--- src/rtl/vec_pkg.sv ---
// vec_pkg: shared types for the vector register scheduler.
//   vec_op_e  - instruction opcodes (5..15 are illegal)
//   state_t   - scheduler FSM states
//   is_legal_op / is_two_operand - opcode classification helpers
package vec_pkg;

  typedef enum logic [3:0] {
    OP_NOP = 4'd0,
    OP_ADD = 4'd1,
    OP_SUB = 4'd2,
    OP_MUL = 4'd3,
    OP_MOV = 4'd4
  } vec_op_e;

  typedef enum logic [1:0] {
    S_IDLE,
    S_READ,
    S_EXEC,
    S_WRITE
  } state_t;

  function automatic logic is_legal_op(input logic [3:0] op);
    return op <= OP_MOV;
  endfunction

  // Ops that consume a second source operand from read port B.
  function automatic logic is_two_operand(input logic [3:0] op);
    return (op == OP_ADD) || (op == OP_SUB) || (op == OP_MUL);
  endfunction

endpackage

--- src/rtl/vec_reg_sched.sv ---
// vec_reg_sched: single-instruction scheduler sequencing register-bank reads,
// an external ALU operation and the register-bank write-back.
//
// Ports:
//   clk, rst                 - clock, asynchronous active-high reset
//   instr_valid/instr_ready  - instruction handshake (ready only in IDLE)
//   instr_op/dst/src_a/src_b - opcode and register indices
//   instr_len                - element count (legal range 1..N)
//   out_sel_a/b, out_en_a/b  - register-bank read selects and enables
//   in_sel, write, in_len    - register-bank write controls
//   alu_start, alu_op        - ALU launch (start is a 1-cycle pulse)
//   alu_done                 - ALU completion, honoured only in EXEC
//   busy                     - high in every non-IDLE state
//   done, err                - single-cycle completion / error pulses
module vec_reg_sched
  import vec_pkg::*;
#(
  parameter int BITS    = 8,
  parameter int N       = 64,
  parameter int TIMEOUT = 255
) (
  input  logic            clk,
  input  logic            rst,
  input  logic            instr_valid,
  output logic            instr_ready,
  input  logic [3:0]      instr_op,
  input  logic [3:0]      instr_dst,
  input  logic [3:0]      instr_src_a,
  input  logic [3:0]      instr_src_b,
  input  logic [BITS-1:0] instr_len,
  output logic [3:0]      out_sel_a,
  output logic [3:0]      out_sel_b,
  output logic            out_en_a,
  output logic            out_en_b,
  output logic [3:0]      in_sel,
  output logic            write,
  output logic [BITS-1:0] in_len,
  output logic            alu_start,
  output logic [3:0]      alu_op,
  input  logic            alu_done,
  output logic            busy,
  output logic            done,
  output logic            err
);

  localparam logic [BITS:0] LEN_MAX  = (BITS + 1)'(N);
  localparam logic [7:0]    CNT_LAST = 8'(TIMEOUT - 1);

  state_t          state, state_nx;
  logic [3:0]      op_q, dst_q, src_a_q, src_b_q;
  logic [BITS-1:0] len_q;
  logic [7:0]      cnt_q;
  logic            done_q, err_q;

  logic accept, instr_ok, launch, timeout, two_op;

  assign accept   = instr_valid && (state == S_IDLE);
  assign instr_ok = is_legal_op(instr_op) && (instr_len != '0) &&
                    ({1'b0, instr_len} <= LEN_MAX);
  assign launch   = instr_ok && (instr_op != OP_NOP);
  assign timeout  = (state == S_EXEC) && !alu_done && (cnt_q == CNT_LAST);
  assign two_op   = is_two_operand(op_q);

  always_ff @(posedge clk or posedge rst) begin
    if (rst) state <= S_IDLE;
    else     state <= state_nx;
  end

  // Latched instruction, EXEC cycle counter and the registered IDLE pulses.
  // NOP/illegal accepts and timeouts report one cycle later, from IDLE.
  always_ff @(posedge clk or posedge rst) begin
    if (rst) begin
      op_q    <= '0;
      dst_q   <= '0;
      src_a_q <= '0;
      src_b_q <= '0;
      len_q   <= '0;
      cnt_q   <= '0;
      done_q  <= 1'b0;
      err_q   <= 1'b0;
    end else begin
      done_q <= accept && instr_ok && (instr_op == OP_NOP);
      err_q  <= (accept && !instr_ok) || timeout;
      if (accept) begin
        op_q    <= instr_op;
        dst_q   <= instr_dst;
        src_a_q <= instr_src_a;
        src_b_q <= instr_src_b;
        len_q   <= instr_len;
      end
      if (state == S_EXEC) cnt_q <= cnt_q + 8'd1;
      else                 cnt_q <= '0;
    end
  end

  always_comb begin
    state_nx    = state;
    instr_ready = 1'b0;
    busy        = 1'b0;
    out_sel_a   = '0;
    out_sel_b   = '0;
    out_en_a    = 1'b0;
    out_en_b    = 1'b0;
    in_sel      = '0;
    write       = 1'b0;
    in_len      = '0;
    alu_start   = 1'b0;
    alu_op      = '0;
    done        = done_q;
    err         = err_q;

    unique case (state)
      S_IDLE: begin
        instr_ready = 1'b1;
        if (accept && launch) state_nx = S_READ;
      end
      S_READ: begin
        busy      = 1'b1;
        out_sel_a = src_a_q;
        out_en_a  = 1'b1;
        out_sel_b = two_op ? src_b_q : '0;
        out_en_b  = two_op;
        state_nx  = S_EXEC;
      end
      S_EXEC: begin
        busy      = 1'b1;
        out_sel_a = src_a_q;
        out_en_a  = 1'b1;
        out_sel_b = two_op ? src_b_q : '0;
        out_en_b  = two_op;
        alu_op    = op_q;
        alu_start = (cnt_q == '0);
        if (alu_done)     state_nx = S_WRITE;
        else if (timeout) state_nx = S_IDLE;
      end
      S_WRITE: begin
        busy      = 1'b1;
        out_sel_a = src_a_q;
        out_en_a  = 1'b1;
        out_sel_b = two_op ? src_b_q : '0;
        out_en_b  = two_op;
        in_sel    = dst_q;
        in_len    = len_q;
        write     = 1'b1;
        done      = 1'b1;
        state_nx  = S_IDLE;
      end
      default: state_nx = S_IDLE;
    endcase
  end

endmodule

--- config.mk ---
export PLATFORM = sky130hd
export DESIGN_NAME = vec_reg_sched
export DESIGN_NICKNAME = d
export VERILOG_FILES = /design/src/rtl/vec_pkg.sv /design/src/rtl/vec_reg_sched.sv
export SDC_FILE = /design/constraint.sdc
export NUM_CORES = 1
export LEC_CHECK = 0
export BUFFER_PORTS_ARGS = -buffer_cell sky130_fd_sc_hd__clkbuf_2
export CAP_MARGIN = 20
export CORE_MARGIN = 5
export CORE_UTILIZATION = 53
export DETAILED_ROUTE_END_ITERATION = 6
export GPL_TIMING_DRIVEN = 0
export PLACE_DENSITY = 0.84
export SLEW_MARGIN = 20
export SYNTH_ARGS = -nofsm -noshare
export SYNTH_HDL_FRONTEND = slang
export SYNTH_SLANG_ARGS = --single-unit
--- constraint.sdc ---
create_clock -name clk -period 3.14 [get_ports clk]
set_clock_uncertainty 0.2 [all_clocks]
set_input_delay 0.314 -clock clk [delete_from_list [all_inputs] [get_ports clk]]
set_output_delay 0.314 -clock clk [all_outputs]
set_load 0.005 [all_outputs]
==> results of run 1 <==
==> worst register-to-register path, cell delays in order (launching register included) <==
cell and delay [ns]:
sky130_fd_sc_hd__dfrtp_1 0.47, sky130_fd_sc_hd__nor2_1 0.59, sky130_fd_sc_hd__and2_1 0.22, sky130_fd_sc_hd__buf_2 0.18, sky130_fd_sc_hd__buf_2 0.28, sky130_fd_sc_hd__mux2_1 0.36
==> worst paths after layout <==
| path | depth (start not counted) | from | end | slack [ns] |
|---|---|---|---|---|
| worst min register to register | 1 | src_a_q[2]$_DFFE_PP0P_ | src_a_q[2]$_DFFE_PP0P_ | 0.29 |
| worst min-delay path | 2 | instr_len[0] | len_q[0]$_DFFE_PP0P_ | 0.006 |
| max in group asynchronous | 3 | rst | src_b_q[0]$_DFFE_PP0P_ | 1.83 |
| worst max register to register | 5 | state[1]$_DFFE_PP0P_ | src_b_q[2]$_DFFE_PP0P_ | 0.73 |
| min in group asynchronous | 3 | rst | cnt_q[5]$_DFF_PP0_ | 0.43 |
| worst max-delay path | 4 | state[1]$_DFFE_PP0P_ | out_sel_b[3] | 0.72 |
==> synth_stat cells <==
cell,instances
sky130_fd_sc_hd__nand4b_1,1
sky130_fd_sc_hd__a21o_1,1
sky130_fd_sc_hd__or3_1,2
sky130_fd_sc_hd__and3_1,14
sky130_fd_sc_hd__inv_2,2
sky130_fd_sc_hd__or4_4,1
sky130_fd_sc_hd__nand3_1,3
sky130_fd_sc_hd__dfrtp_1,36
sky130_fd_sc_hd__ha_1,3
sky130_fd_sc_hd__nand2_1,6
sky130_fd_sc_hd__o21ai_0,3
sky130_fd_sc_hd__buf_4,1
sky130_fd_sc_hd__or3b_2,1
sky130_fd_sc_hd__buf_2,3
sky130_fd_sc_hd__a211oi_2,1
sky130_fd_sc_hd__xnor2_1,1
sky130_fd_sc_hd__xor2_1,3
sky130_fd_sc_hd__or4b_4,1
sky130_fd_sc_hd__nor3_1,1
sky130_fd_sc_hd__nor4_1,3
sky130_fd_sc_hd__or2_2,1
sky130_fd_sc_hd__o211ai_1,1
sky130_fd_sc_hd__inv_1,3
sky130_fd_sc_hd__o32ai_1,1
sky130_fd_sc_hd__a21oi_1,2
sky130_fd_sc_hd__nor4b_1,1
sky130_fd_sc_hd__o21ai_1,2
sky130_fd_sc_hd__or2_1,1
sky130_fd_sc_hd__nor2b_1,5
sky130_fd_sc_hd__clkbuf_1,2
sky130_fd_sc_hd__nor2_1,7
sky130_fd_sc_hd__and2_1,11
sky130_fd_sc_hd__mux2_1,24
==> kinds of logic after synthesis <==
kind of cell | count (synthesis)
XOR/XNOR | 4
AO/OA/AOI/OAI | 11
buffers and inverters | 11
adder cells (fa/ha/maj) | 3
AND/OR/NAND/NOR | 59
multiplexers | 24
flip-flops | 36
==> registers in the layout, summed over array words and instances (netlist names) <==
| register | cells |
|---|---|
| cnt_q | 8 |
| done_q | 1 |
| dst_q | 4 |
| err | 1 |
| len_q | 8 |
| op_q | 4 |
| src_a_q | 4 |
| src_b_q | 4 |
| state | 2 |
==> metrics by stage <==
step	utilization [%]	total power [uW]	hold slack [ns]	cell area, um^2	setup slack (ns)
global placement	67.1	1350	0.260	2070	0.894
finish	74.2	1670	0.00619	2280	0.721
detailed placement	67.1	1400	0.268	2070	0.792
floorplan	-	1120	0.231	1720	1.15
CTS	72.3	1670	0.000172	2220	0.689
global route	74.2	1790	0.00309	2280	0.487
==> final cells by class <==
cell class	instances	area [um^2]	area share, %
clock buffer	8	58.8	2.57
sequential	36	901	39.4
inverter	5	18.8	0.821
buffer	6	30.0	1.31
tap	44	55.1	2.41
timing repair buffer	75	455	19.9
multi-input combinational	101	766	33.5
==> layer usage <==
| metal | vias up | global-route usage (%) | share of wire (%) |
|---|---|---|---|
| li1 | 677 | - | - |
| met1 | 705 | 23.7 | 39 |
| met2 | 72 | 36.4 | 52 |
| met3 | 12 | 7.25 | 7.3 |
| met4 | 0 | 8.10 | 2.1 |
| met5 | - | 0 | 0 |
==> cell usage in the layout, fill, tap and decap left out, drive strengths merged <==
master	n
clkbuf	69
dfrtp	36
mux2	24
dlygate4sd3	16
and3	14
and2	11
nor2	7
nand2	6
nor2b	5
inv	5
o21ai	5
buf	4
nand3	3
xor2	3
nor4	3
ha	3
or3	2
a21oi	2
or2	2
nand4b	1
xnor2	1
or4	1
nor3	1
o211ai	1
or3b	1
or4b	1
o32ai	1
nor4b	1
a211oi	1
a21o	1
==> report_power, final <==
group	total (uW)	leakage, uW	internal, uW	switching, uW
logic	649	0.000685	325	324
registers	760	0.000444	647	113
clock network	266	0.0000326	111	155
==> impl_results.md, run 1 <==
* Final GP Congestion at 0.791
* Maximum number of pins on one net before global-route repair at 37
* Worst VDD drop at 0.000397 V
* Vias in the first global route at 1479
* Power density cells at 733 nW/um^2
* Mapped Cells at 148
* Iteration-0 DRC count of the detailed router at 126
* Kind of path behind the tightest hold check: in -> reg
* Number of clock sinks at 36
* Cell count after placement at 251
* Sum of routed wire length over all layers at 4410 um
* ANT nets after route at 0
* Final Non-Filler Cells at 275
* Effective utilization at floorplan at 55.7%
* Final setup viols at 0
* Source-to-sink clock delay at the later pin of the worst-skew pair at 0.34 ns
* Number of remaining DRC errors at 0
* Run status: completed
* Nets in the synthesized netlist at 179
* Pins over their slew limit at 0
* Share of layout cells above drive strength 1 at 33.3%
* WP data required at 2.63 ns
* Shortest period the worst path allows at 2.42 ns
* Count of standard-cell rows at 20
* Filler instances at 228
* Number of buffers inserted during clock tree synthesis at 5
* I/O pin count at 60
* Sort of element at the end of the critical path: output port
* # diodes at 0
* Resized Gates After CTS at 0
* Ratio of final minimum period to clock period at 77.1%
* Placeable Area at 3080 um^2
* Startpoint class of the critical path: flip-flop
* Floorplan die height at 66.9 um
* Clock transition at the registers of the reported paths at 0.11 ns
* Initial antenna violation count at 0
* Unrepaired setup endpoints after global routing: false
* Average cell area after synthesis at 11.6 um^2
* Half-perimeter wire length after detailed placement at 3090 um
* Post-synthesis cell type with the largest combined area: sky130_fd_sc_hd__dfrtp_1
* Post-Syn Area at 1720 um^2
* Kind of critical path: reg -> out
* Critical path's slowest cell: sky130_fd_sc_hd__nor2_1
* Ranking of synthesized cells by area: sky130_fd_sc_hd__dfrtp_1 53%, sky130_fd_sc_hd__mux2_1 16%, sky130_fd_sc_hd__and3_1 5.1%, sky130_fd_sc_hd__and2_1 4.0%, sky130_fd_sc_hd__ha_1 2.2%
* Number of setup buffers added after CTS at 0
* Count of nets after finishing at 261
* Detailed-route wire length per cell at 16.0 um
* CP delay by family, top: simple AND/OR/NAND/NOR gates
* H-tree depth at 2
* Worst slew margin at 50.9%
* Share of Yosys cell area claimed by the top area cell type at 52.5%
* First-pass GRT wire length at 6930 um
* Arrival time at the worst endpoint at 1.91 ns
* Overflow left after global routing at 0
* Total Die Area at 4470 um^2
* Number of buffers added on ports at 59
* Ordered cell list for the critical path: nor2_1 -> nor4_1 -> and2_1 -> clkbuf_2
* Unique cell type count in the Yosys netlist at 33
* Mux cell area share after synthesis at 15.8%
* Cell leakage power at 0.00116 uW
* Xor/xnor cell area share of the yosys netlist at 2.04%
* TritonCTS clock tree: yes
* Transition time at the pin with the least slew margin at 0.735 ns
* Yosys Warn Count at 0
* Post-synthesis sequential area ratio at 52.5%
* Buffers & Inverters on Critical Path at 1
* Buffer cell driving the clock tree root: sky130_fd_sc_hd__clkbuf_4
* CTS max path bufs at 2
* All-layer global routing usage at 21.1%
* Maximum clock frequency at 413 MHz
* Layout overhead on the synthesized area at 33.2%
* Synthesized-area fraction occupied by ao, oa, aoi and oai cells at 4.16%
* Vias after detailed routing at 1466
* Number of buffers inserted by hold repair at cts at 10
* Die extent in x at 66.9 um
* Simple logic cell fraction of the synthesized area at 20.5%
* Sum Neg Setup Slack at 0 ns
* Max-cap violations at 0
* FF+latch count, synth at 36
* Final Hold Fails at 0
* 1st-pass router iterations at 4
* Largest family of logic cells by synthesized area: simple AND/OR/NAND/NOR gates
* Max stage delay on crit path at 0.59 ns
* Synthesized-area fraction occupied by adder cells at 2.19%
* Worst Path Max Fanout at 9
* Number of vias per cell after detailed routing at 5.33
(Power assumes the default switching activity.)
==> run 2, diff against run 1 <==
--- a/config.mk
+++ b/config.mk
@@ -5,13 +5,14 @@
 export SDC_FILE = /design/constraint.sdc
 export NUM_CORES = 1
 export LEC_CHECK = 0
+export ABC_AREA = 1
 export BUFFER_PORTS_ARGS = -buffer_cell sky130_fd_sc_hd__clkbuf_2
 export CAP_MARGIN = 20
 export CORE_MARGIN = 5
-export CORE_UTILIZATION = 53
+export CORE_UTILIZATION = 45
 export DETAILED_ROUTE_END_ITERATION = 6
 export GPL_TIMING_DRIVEN = 0
-export PLACE_DENSITY = 0.84
+export PLACE_DENSITY = 0.76
 export SLEW_MARGIN = 20
 export SYNTH_ARGS = -nofsm -noshare
 export SYNTH_HDL_FRONTEND = slang
==> constraint.sdc (replaced) <==
create_clock -name clk -period 2.04 [get_ports clk]
set_clock_uncertainty 0.2 [all_clocks]
set_input_delay 0.204 -clock clk [delete_from_list [all_inputs] [get_ports clk]]
set_output_delay 0.204 -clock clk [all_outputs]
set_load 0.005 [all_outputs]
==> impl_results.md, run 2 <==
* Number of clock sinks at 36
* WP data required at 1.64 ns
* Number of setup buffers added after CTS at 0
* Cell with the most instances after synthesis: sky130_fd_sc_hd__inv_1
* Biggest registers after layout: cnt_q (8), len_q (8)
* Yosys Warn Count at 0
* # diodes at 0
* Vias in the first global route at 1700
* Number of remaining DRC errors at 0
* Kind of critical path: reg -> out
* Startpoint class of the critical path: flip-flop
* Number of buffers inserted during clock tree synthesis at 5
* Storage element area at 901 um^2
* Half-perimeter wire length after detailed placement at 3160 um
* R2r endpoint: op_q[0]$_DFFE_PP0P_
* FF+latch count, synth at 36
* All-layer global routing usage at 18.4%
* Area taken by multi-input logic gates at 662 um^2
* Max-cap violations at 0
* Clock transition at the registers of the reported paths at 0.07 ns
* Unrepaired setup endpoints after global routing: false
* Worst VDD drop at 0.000730 V
* Share of Yosys cell area claimed by the top area cell type at 51.0%
* TritonCTS clock tree: yes
* H-tree depth at 2
* Number of enable flip-flop cells after synthesis at 0
* Cell leakage power at 0.00132 uW
* Placeable Area at 3740 um^2
* CP delay by family, top: flip-flops
* Sum Neg Setup Slack at 0 ns
* Final GP Congestion at 0.847
* Maximum clock frequency at 517 MHz
* Sum of routed wire length over all layers at 4540 um
* Most frequent cells in the layout: 60 x sky130_fd_sc_hd__clkbuf_2, 39 x sky130_fd_sc_hd__inv_1, 38 x sky130_fd_sc_hd__nand2_1
* Detailed-route wire length per cell at 12.5 um
* Cell seen most often among critical-path stages: sky130_fd_sc_hd__inv_2
* Worst Path Max Fanout at 7
* Maximum number of pins on one net before global-route repair at 37
* Number of vias per cell after detailed routing at 4.65
* Iteration-0 DRC count of the detailed router at 110
* Initial antenna violation count at 0
* Run status: completed
* Arrival time at the worst endpoint at 1.53 ns
* 1st-pass router iterations at 4
* Pins over their slew limit at 0
* Number of cells on the worst reg-to-reg path at 5
* ANT nets after route at 0
* Share of layout cells above drive strength 1 at 26.9%
* Ranking of synthesized cells by area: sky130_fd_sc_hd__dfrtp_1 51%, sky130_fd_sc_hd__o21ai_0 8.8%, sky130_fd_sc_hd__inv_1 8.5%, sky130_fd_sc_hd__nand2_1 8.1%, sky130_fd_sc_hd__nor2_1 7.9%
* Hold-critical path depth at 3
* Filler instances at 321
* Design Power at 3160 uW
* Commonest cells in the netlist: 40 x sky130_fd_sc_hd__inv_1, 38 x sky130_fd_sc_hd__nand2_1, 37 x sky130_fd_sc_hd__nor2_1
* Synth Flop Type: sky130_fd_sc_hd__dfrtp_1
* Ordered cell list for the critical path: inv_2 -> nand2_4 -> inv_2 -> nor2_2 -> inv_1 -> nor2_1 -> clkbuf_2
* Vias after detailed routing at 1692
* Transition time at the pin with the least slew margin at 0.731 ns
* Mapped Cells at 223
* Unique cell type count in the Yosys netlist at 26
* Count of standard-cell rows at 22
* Shortest period the worst path allows at 1.94 ns
* Buffer cell driving the clock tree root: sky130_fd_sc_hd__clkbuf_8
* Start point of the worst min-delay path: instr_valid
* Floorplan die height at 72.7 um
* Number of buffers added on ports at 59
* Startpoint of the worst register-to-register path: state[0]$_DFFE_PP0P_
* Post-Syn Area at 1770 um^2
* Buffers & Inverters on Critical Path at 4
* Nets in the synthesized netlist at 254
* CTS max path bufs at 2
* Max stage delay on crit path at 0.43 ns
* Worst slew margin at 51.2%
* Final Hold Fails at 0
* First-pass GRT wire length at 7510 um
* Kind of path behind the tightest hold check: in -> reg
* Critical path's slowest cell: sky130_fd_sc_hd__dfrtp_1
* Source-to-sink clock delay at the later pin of the worst-skew pair at 0.29 ns
* Total Die Area at 5280 um^2
* Effective utilization at floorplan at 47.2%
* Average cell area after synthesis at 7.93 um^2
* Ratio of final minimum period to clock period at 94.9%
* Layout overhead on the synthesized area at 43.9%
* I/O pin count at 60
* Power density cells at 1240 nW/um^2
* Count of nets after finishing at 346
* Sort of element at the end of the critical path: output port
* Reg2Reg Setup Slack at 0.43 ns
* Synth async-reset ratio at 100%
* Post-synthesis sequential area ratio at 51.0%
* Overflow left after global routing at 0
* Die extent in x at 72.7 um
* Endpoint of the worst hold path: done_q$_DFF_PP0_
* Most common library cell in the layout ignoring fill and taps: sky130_fd_sc_hd__clkbuf_2
* Final setup viols at 0
* Post-synthesis cell type with the largest combined area: sky130_fd_sc_hd__dfrtp_1
-- run 2: changes by cell type after synthesis, moves of 5 or more --
cell                      change
sky130_fd_sc_hd__and2_1      -11
sky130_fd_sc_hd__and3_1      -14
sky130_fd_sc_hd__inv_1       +37
sky130_fd_sc_hd__mux2_1      -24
sky130_fd_sc_hd__nand2_1     +32
sky130_fd_sc_hd__nor2_1      +30
sky130_fd_sc_hd__nor2b_1      -5
sky130_fd_sc_hd__o21ai_0     +28
-- run 2: worst max-delay path by stage --
stage,end,start,slack [ns],depth (start not counted)
2_1_floorplan,cnt_q[6]$_DFF_PP0_,cnt_q[1]$_DFF_PP0_,0.64,6
3_3_place_gp,src_b_q[1]$_DFFE_PP0P_,rst,0.37,2
3_5_place_dp,in_len[7],state[0]$_DFFE_PP0P_,0.45,4
4_1_cts,in_len[7],state[0]$_DFFE_PP0P_,0.13,4
5_1_grt,out_sel_b[2],state[0]$_DFFE_PP0P_,0.02,7
6_report,out_sel_b[3],state[0]$_DFFE_PP0P_,0.10,7
-- run 2: area by class of cell --
type                       instances  share of cell area [%]
sequential                        36                    35.4
inverter                          44                    6.49
tap                               48                    2.36
multi-input combinational        136                    26.0
clock inverter                     3                    3.54
clock buffer                       5                    2.71
timing repair buffer              85                    21.8
buffer                             7                    1.62
-- run 2: worst register-to-register path, delay by kind of cell (launching register included) --
family          cells  cell delay (ns)
compound gates      1             0.16
simple gates        2             0.21
buf+inv             2             0.47
flops               1             0.43
-- run 2: timing repair --
action,CTS,global route
setup endpoints to repair,0,1
resized for setup,0,2
hold buffers,26,0
hold endpoints to repair,62,0
-- run 2: cells by family (layout without fill, tap and decap cells) --
kind of cell / count (synthesis) / count (layout) / synth area share [%]
compound gates: 40 / 40 / 11.7
fa+ha+maj: 3 / 3 / 2.12
buf+inv: 51 / 144 / 11.6
flops: 36 / 36 / 51.0
simple gates: 93 / 93 / 23.6
-- run 2: through the flow --
stage               utilization, %  area (um^2)  hold slack [ns]  worst slack, ns  std cells
floorplan                        -         1770            0.101            0.644        223
global placement              56.7         2120            0.211            0.366        330
detailed placement            56.7         2120            0.157            0.452        330
CTS                           67.9         2540           0.0857            0.133        364
global route                  67.9         2540            0.111           0.0156        364
finish                        67.9         2540           0.0888            0.104        364
-- run 2: power breakdown --
group          internal [uW]  switching (uW)
clock network            611             257
logic                    460             734
registers                983             112
total                   2050            1100
-- run 2: per-layer routing --
layer	GRT usage, %	part of all wire (%)	vias up
met5	0	0	-
met4	4.92	1.5	0
met3	5.92	6.5	9
met2	30.2	49	54
met1	23.4	43	765
li1	-	-	864
==> run 3, diff against run 2 <==
--- a/config.mk
+++ b/config.mk
@@ -8,7 +8,6 @@
 export ABC_AREA = 1
 export BUFFER_PORTS_ARGS = -buffer_cell sky130_fd_sc_hd__clkbuf_2
 export CAP_MARGIN = 20
-export CORE_MARGIN = 5
 export CORE_UTILIZATION = 45
 export DETAILED_ROUTE_END_ITERATION = 6
 export GPL_TIMING_DRIVEN = 0
==> impl_results.md, run 3 (synthesized netlist as in run 2, its figures left out) <==
* Critical path's slowest cell: sky130_fd_sc_hd__dfrtp_1
* Unrepaired setup endpoints after global routing: false
* Final Non-Filler Cells at 364
* WP data required at 1.64 ns
* Initial antenna violation count at 0
* Topmost layer with routed signal wires: met4
* Cell count after placement at 330
* Count of nets after finishing at 346
* Kind of critical path: reg -> out
* Worst slew margin at 50.6%
* Total length of routed met2 wires at 2190 um
* Ordered cell list for the critical path: nand2_1 -> clkbuf_1 -> nor2_1 -> clkbuf_2
* Die extent in x at 64.7 um
* Vias after detailed routing at 1737
* Floorplan die height at 64.7 um
* Count of standard-cell rows at 22
* Worst Path Max Fanout at 10
* Sum Neg Setup Slack at 0 ns
* Worst VDD drop at 0.000549 V
* # diodes at 0
* I/O pin count at 60
* ANT nets after route at 0
* Iteration-0 DRC count of the detailed router at 132
* Cell leakage power at 0.00128 uW
* Startpoint class of the critical path: flip-flop
* Source-to-sink clock delay at the later pin of the worst-skew pair at 0.29 ns
* Most frequent cells in the layout: 59 x sky130_fd_sc_hd__clkbuf_2, 39 x sky130_fd_sc_hd__inv_1, 38 x sky130_fd_sc_hd__nand2_1
* Maximum clock frequency at 520 MHz
* Number of remaining DRC errors at 0
* Number of setup buffers added after CTS at 0
* 1st-pass router iterations at 4
* Final GP Congestion at 0.761
* CTS max path bufs at 2
* Placeable Area at 3720 um^2
* Detailed-route wire length per cell at 12.3 um
* TritonCTS clock tree: yes
* Max stage delay on crit path at 0.43 ns
* Buffer cell driving the clock tree root: sky130_fd_sc_hd__clkbuf_8
* Met3 layer wire length in the routed design at 247 um
* Shortest period the worst path allows at 1.92 ns
* Total Die Area at 4180 um^2
* Share of layout cells above drive strength 1 at 25.9%
* Max-cap violations at 0
* Power density cells at 1130 nW/um^2
* Filler instances at 309
* CP delay by family, top: buffers and inverters
* Most common library cell in the layout ignoring fill and taps: sky130_fd_sc_hd__clkbuf_2
* Vias in the first global route at 1679
* Reg2Reg Setup Slack at 0.46 ns
* Post-route met1 wirelength at 1950 um
* Kind of path behind the tightest hold check: in -> reg
* H-tree depth at 2
* Ratio of final minimum period to clock period at 94.3%
* Arrival time at the worst endpoint at 1.52 ns
* Number of buffers added on ports at 59
* All-layer global routing usage at 23.7%
* Sum of routed wire length over all layers at 4460 um
* Final setup viols at 0
* Half-perimeter wire length after detailed placement at 2910 um
* Sort of element at the end of the critical path: output port
* Number of clock sinks at 36
* Number of vias per cell after detailed routing at 4.77
* Effective utilization at floorplan at 47.6%
* Clock transition at the registers of the reported paths at 0.07 ns
* Layout overhead on the synthesized area at 39.9%
* Number of buffers inserted during clock tree synthesis at 5
* Overflow left after global routing at 0
* Maximum number of pins on one net before global-route repair at 37
* Run status: completed
* Pins over their slew limit at 0
* Biggest registers after layout: cnt_q (8), len_q (8)
* Final Hold Fails at 0
* Transition time at the pin with the least slew margin at 0.740 ns
* First-pass GRT wire length at 7380 um
* Buffers & Inverters on Critical Path at 2
## run 3: cell count changes in the layout (fill, tap and decap cells not counted), sizes merged
| cell | before | now |
|---|---|---|
| bufinv | 3 | 0 |
| clkbuf | 67 | 70 |
## run 3: per-layer routing
metal	up-vias	GRT usage (%)
li1	866	-
met1	805	28.9
met2	59	38.7
met3	7	6.87
met4	0	10.6
met5	-	0
## run 3: per-stage QoR
step                      total power (uW)  utilization (%)  cell area, um^2  worst slack (ns)  hold slack (ns)
after floorplan                       1820                -             1770             0.644            0.101
after global placement                2200             57.1             2120             0.369            0.216
after detailed placement              2240             57.1             2120             0.438            0.160
after CTS                             2810             66.6             2470             0.120           0.0536
after global routing                  3020             66.6             2470            0.0483           0.0697
final                                 2790             66.6             2470             0.115           0.0574
## run 3: layout make-up
cell class / instances / area, um^2 / share of cell area [%]
repair buffers: 85 / 556 / 22.5
flip-flops and latches: 36 / 901 / 36.4
multi-input cells: 136 / 662 / 26.8
well taps: 48 / 60.1 / 2.43
inverters: 44 / 165 / 6.68
clock buffers: 8 / 90.1 / 3.64
plain buffers: 7 / 40.0 / 1.62
## run 3: where the power goes
group	leakage, uW	internal [uW]	total (uW)	switching (uW)
Combinational	0.000782	459	1190	727
Clock	0.0000455	275	518	243
Sequential	0.000458	983	1090	105
Total	0.00128	1720	2790	1070
## run 3: path summary, 6_finish.rpt
kind                                      start                     end  depth (start not counted)
max                        state[0]$_DFFE_PP0P_               in_len[7]                          4
min                                 instr_valid        done_q$_DFF_PP0_                          3
max reg2reg                state[1]$_DFFE_PP0P_     op_q[0]$_DFFE_PP0P_                          5
min reg2reg                  cnt_q[7]$_DFF_PP0_      cnt_q[7]$_DFF_PP0_                          1
max in group asynchronous                   rst  src_a_q[1]$_DFFE_PP0P_                          3
min in group asynchronous                   rst    len_q[0]$_DFFE_PP0P_                          3
## run 3: tightest hold or removal path, cell delays in order
cell	delay (ns)
sky130_fd_sc_hd__clkbuf_2	0.08
sky130_fd_sc_hd__inv_1	0.14
sky130_fd_sc_hd__nor4_1	0.08
## run 3: repair_timing
item	4_1_cts	5_1_grt
hold buffers	26	0
endpoints found under the hold margin	61	0
resized for setup	0	0
